### config.mk
export PLATFORM = sky130hd
export DESIGN_NAME = uart_tx_buf
export DESIGN_NICKNAME = d
export VERILOG_FILES = /design/src/rtl/uart_pkg.sv /design/src/rtl/sync_fifo.sv /design/src/rtl/uart_tx_buf.sv
export SDC_FILE = /design/constraint.sdc
export NUM_CORES = 1
export LEC_CHECK = 0
export ABC_CLOCK_PERIOD_IN_PS = 7500
export CAP_MARGIN = 30
export CORE_ASPECT_RATIO = 0.9
export CORE_UTILIZATION = 64
export CTS_CLUSTER_SIZE = 14
export DETAILED_ROUTE_END_ITERATION = 8
export PLACE_DENSITY = 0.83
export SYNTH_ARGS = -nofsm -noshare
export SYNTH_HDL_FRONTEND = slang
export SYNTH_SLANG_ARGS = --single-unit
### constraint.sdc
create_clock -name sys_clk -period 7.5 [get_ports sys_clk]
set_input_delay 0.75 -clock sys_clk [delete_from_list [all_inputs] [get_ports sys_clk]]
set_output_delay 0.75 -clock sys_clk [all_outputs]
set_load 0.01 [all_outputs]
### src/rtl/uart_pkg.sv
// Shared UART definitions: FSM encoding, frame constants and the
// bit-period divider, used by both the transmitter and the receiver.
package uart_pkg;

   typedef enum logic [1:0] {
      IDLE,
      START,
      DATA,
      STOP
   } tx_state_e;

   localparam int DATA_BITS  = 8;
   localparam int STOP_BITS  = 1;
   localparam int FRAME_BITS = 1 + DATA_BITS + STOP_BITS;

   // Clock cycles per line bit, truncated toward zero.
   function automatic int bit_div(input int clk_freq, input int baud);
      return clk_freq / baud;
   endfunction

endpackage

### src/rtl/sync_fifo.sv
// Single-clock FIFO with power-of-two depth and wrapping pointers.
// Read data is the head entry, valid whenever empty is low.
module sync_fifo #(
   parameter int WIDTH = 8,
   parameter int DEPTH = 8
) (
   input  logic                     clk,
   input  logic                     rst,
   input  logic                     push,
   input  logic                     pop,
   input  logic [WIDTH-1:0]         din,
   output logic [WIDTH-1:0]         dout,
   output logic [$clog2(DEPTH):0]   count,
   output logic                     full,
   output logic                     empty
);

   localparam int AW = $clog2(DEPTH);
   localparam int CW = AW + 1;

   logic [WIDTH-1:0] mem [DEPTH];
   logic [AW-1:0]    wr_ptr;
   logic [AW-1:0]    rd_ptr;
   logic             do_push;
   logic             do_pop;

   assign full    = (count == CW'(DEPTH));
   assign empty   = (count == '0);
   assign do_push = push && !full;
   assign do_pop  = pop && !empty;
   assign dout    = mem[rd_ptr];

   // Pointer and occupancy bookkeeping; push+pop leaves count alone.
   always_ff @(posedge clk) begin
      if (rst) begin
         wr_ptr <= '0;
         rd_ptr <= '0;
         count  <= '0;
      end else begin
         if (do_push) wr_ptr <= wr_ptr + AW'(1);
         if (do_pop)  rd_ptr <= rd_ptr + AW'(1);
         if (do_push && !do_pop)
            count <= count + CW'(1);
         else if (do_pop && !do_push)
            count <= count - CW'(1);
      end
   end

   // Storage array; contents need no reset, the pointers guard them.
   always_ff @(posedge clk) begin
      if (do_push) mem[wr_ptr] <= din;
   end

endmodule

### src/rtl/uart_tx_buf.sv
// Buffered 8N1 UART transmitter: FIFO in front of a bit-serial
// framer. tx_data is registered, one cycle behind the FSM state.
module uart_tx_buf
   import uart_pkg::*;
#(
   parameter int CLK_FREQ   = 50_000_000,
   parameter int BAUD       = 115200,
   parameter int FIFO_DEPTH = 8
) (
   input  logic                          sys_clk,
   input  logic                          sys_rst,
   input  logic [7:0]                    tx_din,
   input  logic                          tx_valid,
   output logic                          tx_ready,
   output logic                          tx_data,
   output logic                          tx_busy,
   output logic [$clog2(FIFO_DEPTH):0]   fifo_cnt
);

   localparam int BIT_DIV = bit_div(CLK_FREQ, BAUD);
   localparam int CW      = $clog2(BIT_DIV + 1);
   localparam int BW      = $clog2(DATA_BITS);

   tx_state_e              state;
   tx_state_e              state_nxt;
   logic [CW-1:0]          baud_cnt;
   logic [BW-1:0]          bit_cnt;
   logic [DATA_BITS-1:0]   shreg;
   logic [DATA_BITS-1:0]   fifo_dout;
   logic                   bit_end;
   logic                   push;
   logic                   load;
   logic                   bypass;
   logic                   full;
   logic                   empty;

   assign tx_ready = !full;
   assign push     = tx_valid && tx_ready;
   assign bit_end  = (baud_cnt == CW'(BIT_DIV - 1));
   assign tx_busy  = (state != IDLE) || !empty;

   // A byte pushed on the last stop cycle into an empty buffer goes
   // straight to the shifter, so it never lands in the FIFO.
   sync_fifo #(
      .WIDTH (DATA_BITS),
      .DEPTH (FIFO_DEPTH)
   ) u_fifo (
      .clk   (sys_clk),
      .rst   (sys_rst),
      .push  (push && !bypass),
      .pop   (load && !bypass),
      .din   (tx_din),
      .dout  (fifo_dout),
      .count (fifo_cnt),
      .full  (full),
      .empty (empty)
   );

   // State register.
   always_ff @(posedge sys_clk) begin
      if (sys_rst) state <= IDLE;
      else         state <= state_nxt;
   end

   // Next state, plus the load strobe that pops the next byte.
   always_comb begin
      state_nxt = state;
      load      = 1'b0;
      bypass    = 1'b0;
      unique case (state)
         IDLE: begin
            if (!empty) begin
               load      = 1'b1;
               state_nxt = START;
            end
         end
         START: begin
            if (bit_end) state_nxt = DATA;
         end
         DATA: begin
            if (bit_end && bit_cnt == BW'(DATA_BITS - 1))
               state_nxt = STOP;
         end
         STOP: begin
            if (bit_end) begin
               if (!empty || push) begin
                  load      = 1'b1;
                  bypass    = empty;
                  state_nxt = START;
               end else begin
                  state_nxt = IDLE;
               end
            end
         end
         default: state_nxt = IDLE;
      endcase
   end

   // Baud/bit counters, shift register and the registered line.
   always_ff @(posedge sys_clk) begin
      if (sys_rst) begin
         baud_cnt <= '0;
         bit_cnt  <= '0;
         shreg    <= '0;
         tx_data  <= 1'b1;
      end else begin
         if (load || state == IDLE || bit_end)
            baud_cnt <= '0;
         else
            baud_cnt <= baud_cnt + CW'(1);

         if (load) begin
            shreg   <= bypass ? tx_din : fifo_dout;
            bit_cnt <= '0;
         end else if (state == DATA && bit_end) begin
            shreg   <= shreg >> 1;
            bit_cnt <= bit_cnt + BW'(1);
         end

         unique case (state)
            IDLE:    tx_data <= 1'b1;
            START:   tx_data <= 1'b0;
            DATA:    tx_data <= shreg[0];
            STOP:    tx_data <= 1'b1;
            default: tx_data <= 1'b1;
         endcase
      end
   end

endmodule

# Word-level counts from Yosys, hierarchy flattened
# Memory sizes are Yosys's and may differ from the RTL's. A register that Yosys moved wholly into a read port is not among the register bits.
# Index checks and enable logic that the tools add are counted.
[word_totals] input_bits=11 reg_bits=33 output_inout_bits=7 n_memories=1 elab_cells=75 mem_bits_rw=64
[op_classes] add_sub_neg=6 eq_ne=10 reduce_logical=27 n_mux=23
[mem_list] memory="u_fifo.mem" depth=8 width=8 rd=1 rd_clocked_by_memory_dff=1 wr=1 line_no="sync_fifo.sv:21" rtl="logic [WIDTH-1:0] mem [DEPTH];"
[op_table] operator="2-to-1 mux 8 bit" n=3
[op_table] operator="adder 3 x 1 -> 3 bit, second input constant" n=3
[op_table] operator="adder 9 x 1 -> 9 bit, second input constant" n=1
[op_table] operator="== test 9 bit, second input constant" n=1
[op_table] operator="logical AND 1 bit" n=9
[op_table] operator="2-to-1 mux 1 bit" n=9
[op_table] operator="2-to-1 mux 2 bit" n=4
[op_table] operator="2-to-1 mux 4 bit" n=2
[op_table] operator="inequality test 2 bit, second input constant" n=4
[op_table] operator="case mux 2 bit (4 select lines)" n=1
[op_table] operator="2-to-1 mux 3 bit" n=2
[op_table] operator="nonzero test 2 bit" n=3
[op_table] operator="OR reduction 2 bit" n=3
[op_table] operator="zero test 1 bit" n=5
[op_table] operator="adder 4 x 1 -> 4 bit, second input constant" n=1
[op_table] operator="== test 2 bit, second input constant" n=2
[op_table] operator="== test 4 bit, second input constant" n=1
[op_table] operator="zero test 4 bit" n=1
[op_table] operator="logical OR 1 bit" n=4
[op_table] operator="AND reduction 4 bit" n=1
[op_table] operator="subtractor 4 x 1 -> 4 bit, second input constant" n=1
[op_table] operator="== test 3 bit, second input constant" n=1
[op_table] operator="case mux 1 bit (3 select lines)" n=1
[op_table] operator="== test 2 x 1 -> 1 bit, second input constant" n=1
[op_table] operator="2 further kinds" n=2

# Logic depth before layout (Yosys ltp)
[logic_depth] depth_word=14 mapped_depth=14 ltp_nobuf=14

# By module
# A second synthesis with hierarchy kept.
[hier_totals] hier_cells=293 area_unflattened_um2=4296.6
[by_module_without_submodules] module="sync_fifo" area_each_um2=3067.9 instances=1 seq_area_each_um2=2182.1 cells_per_inst=166
[by_module_without_submodules] module="uart_tx_buf" area_each_um2=1228.7 instances=1 seq_area_each_um2=460.4 cells_per_inst=127

# Worst setup path after synthesis
# Ideal clock, no wire load.
[synth_timing] path_type="register to register" start="register baud_cnt[0]" end="register u_fifo.count[3]" synth_period_minus_slack_ns=2.809 path_slack_ns=4.691 path_buffers=0 setup_ns=0.070 t_arrival_ns=2.739 t_required_ns=7.430 stages_incl_launch_ff=14 path_cell_list="dfxtp_1 ha_1 and4b_1 a31oi_2 o41ai_4 inv_1 ha_1 inv_1 ha_1 a21o_1 a21oi_1 xnor2_1 or3_1 a21oi_1"
[synth_via] elab_chain_len=9 elab_cells_between_ends=16 cone_classes="eq/ne: 1; mux: 5; reduce/logical: 10"
[synth_rtl] element="start, declared" line_no="uart_tx_buf.sv:26" rtl="logic [CW-1:0] baud_cnt;"
[synth_rtl] element="start signal, assigned" line_no="uart_tx_buf.sv:110" rtl="baud_cnt <= baud_cnt + CW'(1);"
[synth_rtl] element="== test 9 bit *" line_no="uart_tx_buf.sv:39" rtl="assign bit_end = (baud_cnt == CW'(BIT_DIV - 1));"
[synth_rtl] element="2-to-1 mux 1 bit *" line_no="uart_tx_buf.sv:85" rtl="if (bit_end) begin"
[synth_rtl] element="2-to-1 mux 1 bit *" line_no="uart_tx_buf.sv:70" rtl="unique case (state)"
[synth_rtl] element="zero test 1 bit *" line_no="uart_tx_buf.sv:50" rtl=".push (push && !bypass),"
[synth_rtl] element="logical AND 1 bit *" line_no="uart_tx_buf.sv:50"
[synth_rtl] element="logical AND 1 bit *" line_no="sync_fifo.sv:29" rtl="assign do_push = push && !full;"
[synth_rtl] element="named net u_fifo.do_push" line_no="sync_fifo.sv:24" rtl="logic do_push;"
[synth_rtl] element="zero test 1 bit" line_no="sync_fifo.sv:44" rtl="else if (do_pop && !do_push)"
[synth_rtl] element="logical AND 1 bit" line_no="sync_fifo.sv:44"
[synth_rtl] element="nonzero test 2 bit (no line)"
[synth_rtl] element="end signal, assigned" line_no="sync_fifo.sv:43" rtl="count <= count + CW'(1);"
[synth_rtl] element="end signal, assigned" line_no="sync_fifo.sv:45" rtl="count <= count - CW'(1);"
[synth_rtl] element="end, declared" line_no="sync_fifo.sv:13" rtl="output logic [$clog2(DEPTH):0] count,"
# Mark *: on every way through the listed nets, which the timed path passes. The rest lies on a longest branch.
# A chain may end at the register's enable or synchronous reset.

# Worst setup path in the final report
# Ends and elaborated chain as after synthesis.

==> results.yml <==
yosys:
  synth_top_family_by_area: "multiplexers"
  synth.most_common_cell: "edfxtp_1"
  yosys-top-cells-area: "edfxtp_1, dfxtp_1, mux4_2"
  syn_avg_cell_area_sq_um: 14.7
  synth_seq_area_share: 0.621
  syn-num-nets: 315
  async_flop_share: 0
  syn_area_sq_um: 4260
  yosys.area.top_type_share: 0.451
  synth_xor_area_frac: 0.0288
  synth_fa_ha_area_frac: 0.0459
  synth_commonest_cells: "edfxtp_1, dfxtp_1, nor2_1, mux2i_1, mux4_2"
  synth-edff-count: 64
  yosysWarnings: 0
  synthFlopType: "edfxtp_1"
  synthSimpleGateAreaFrac: 0.0847
  synth-compound-area-share: 0.0459
  netlist_instances: 289
  muxShareOfSynthArea: 0.150
  synth_cell_type_count: 46
  yosysTopAreaCell: "edfxtp_1"
  synth-seq-cells: 100
cts:
  clockBufferDepth: 2
  cts_num_sinks: 100
  clk_pin_slew_ps: 100
  cts_tree: "yes"
  post-cts-setup-buffer-count: 0
  holdBufCountCts: 0
  htreeDepth: 3
  cts_buffers: 9
  root_buffer: "clkbuf_8"
  cts.repair.resized: 0
  clkLatencyLatePin_ps: 360
route:
  wl_per_cell_microns: 18.9
  drt-total-wl_mm: 7.63
  viasPerCell: 5.97
  first_iter_violations: 134
  route.detailed.drc: 0
  ant_nets: 0
  drtPass1Iterations: 7
  vias: 2411
global_routing:
  overflow: 0
  antenna_found_initial: 0
  grt_pass1_vias: 2362
  grt.total_usage: 0.248
  grt_first_pass_wirelength_mm: 12.1
  grt_max_degree: 19
setup_path:
  crit_type: "reg2reg"
  worstPathRequired_ps: 7790
  critical_path.max_fanout: 10
  crit_path_start_kind: "flip-flop"
  endpoint_kind: "flip-flop"
  cp.arrival_ps: 3580
timing:
  min_period_ps: 3280
  rsz0062_at_grt: "no"
  setup_violations: 0
  tightest_slew_ps: 997
  fin_hold_ws_ps: 480
  hold_viol: 0
  post-route-period-util: 0.438
  slew_viol_final: 0
  fin_worst_skew_ps: 7.02
  final.setup.tns_ps: 0
  relSlewSlack: 0.333
  fmax_mhz: 304
cells_and_area:
  fin_util: 0.759
  design_area_sq_um: 4770
  n_antenna_cell: 0
  multiInputGateArea_sq_um: 1540
  drive_gt1_frac: 0.183
  seq_area_sq_um: 2640
  syn_to_final_growth_pct: 12.1
  n_fill_cell: 400
  fin_nets: 338
flow_run:
  maxCapViolCount: 0
placed_design:
  hpwl_mm: 5.14
  postPlaceCellArea_sq_um: 4560
  routabilityCongestion: 0.800
  portBuffers: 17
floorplanning:
  die_area_sq_um: 6980
  pin_count: 18
  start_util: 0.677
  rows: 27
  die_h_microns: 79.4
  die_w_microns: 88.0
  coreArea_sq_um: 6280
power_and_ir_drop:
  leakage_nw: 1.63
  p_per_area_nw_per_um2: 310
  ir_worst_vdd_mv: 0.163
outcome:
  status: "complete, no violations"
min_path:
  hp-class: "reg2reg"
[through the flow]
step	total power, mW	setup slack (ps)	std cells
floorplan	1.01	4690	289
global placement	1.10	4380	383
detailed placement	1.14	4250	388
CTS	1.49	4210	404
global route	1.56	3980	404
finish	1.48	4220	404
[report_power, final]
group	internal [mW]	total, mW	switching (mW)	leakage [nW]
Combinational	0.216	0.412	0.196	0.656
Clock	0.160	0.351	0.191	0.102
Sequential	0.652	0.717	0.0648	0.875
[worst max-delay path, stage by stage, from the launching register on]
cell and delay, ps:
dfxtp_1 410, ha_1 180, and4b_1 300, a31oi_2 140, o41ai_4 570, inv_1 110
ha_1 240, inv_1 120, ha_1 240, a21o_1 170, a21oi_1 170, xnor2_1 100
or3_1 310, a21oi_1 140
[cell families after synthesis]
| logic type | Yosys count |
|---|---|
| flops | 100 |
| simple gates | 69 |
| mux | 43 |
| compound gates | 26 |
| buf+inv | 22 |
| fa+ha+maj | 15 |
| xor+xnor | 14 |
[final timing paths]
path / slack, ps / depth (start not counted) / to / startpoint
max: 4220 / 13 / u_fifo.count[3] / baud_cnt[0]
min: 480 / 2 / bit_cnt[2] / bit_cnt[2]
max reg2reg: 4220 / 13 / u_fifo.count[3] / baud_cnt[0]
min reg2reg: 480 / 2 / bit_cnt[2] / bit_cnt[2]
[final cells by class]
class | instances | area share
flip-flops and latches | 100 | 0.554
clock buffers | 9 | 0.0260
inverters | 10 | 0.00787
repair buffers | 24 | 0.0498
well taps | 87 | 0.0228
multi-input cells | 167 | 0.322
clock inverters | 7 | 0.0171
[layer usage]
metal	wire (microns)	GRT usage	vias up
li1	-	-	1138
met1	3490	0.348	1204
met2	3650	0.376	56
met3	336	0.0651	13
met4	142	0.0934	0
met5	0	0	-
[registers in the layout (all words and copies together) (netlist names), named ones only]
signal / flops
baud_cnt: 9
bit_cnt: 3
shreg: 8
state: 2
tx_data: 1
u_fifo.count: 4
u_fifo.mem: 64
u_fifo.rd_ptr: 3
u_fifo.wr_ptr: 3
[layout by cell type, fill, tap and decap left out, drive strengths merged, types with 7 or more instances in the layout]
master         instances
nand2                 11
ha                    14
nor2                  26
clkdlybuf4s50         17
a21oi                  7
mux2i                 19
edfxtp                64
xnor2                  9
inv                   14
o22ai                  8
mux2                   8
clkbuf                 9
mux4                  16
buf                    7
dfxtp                 36
(Power assumes the default switching activity.)
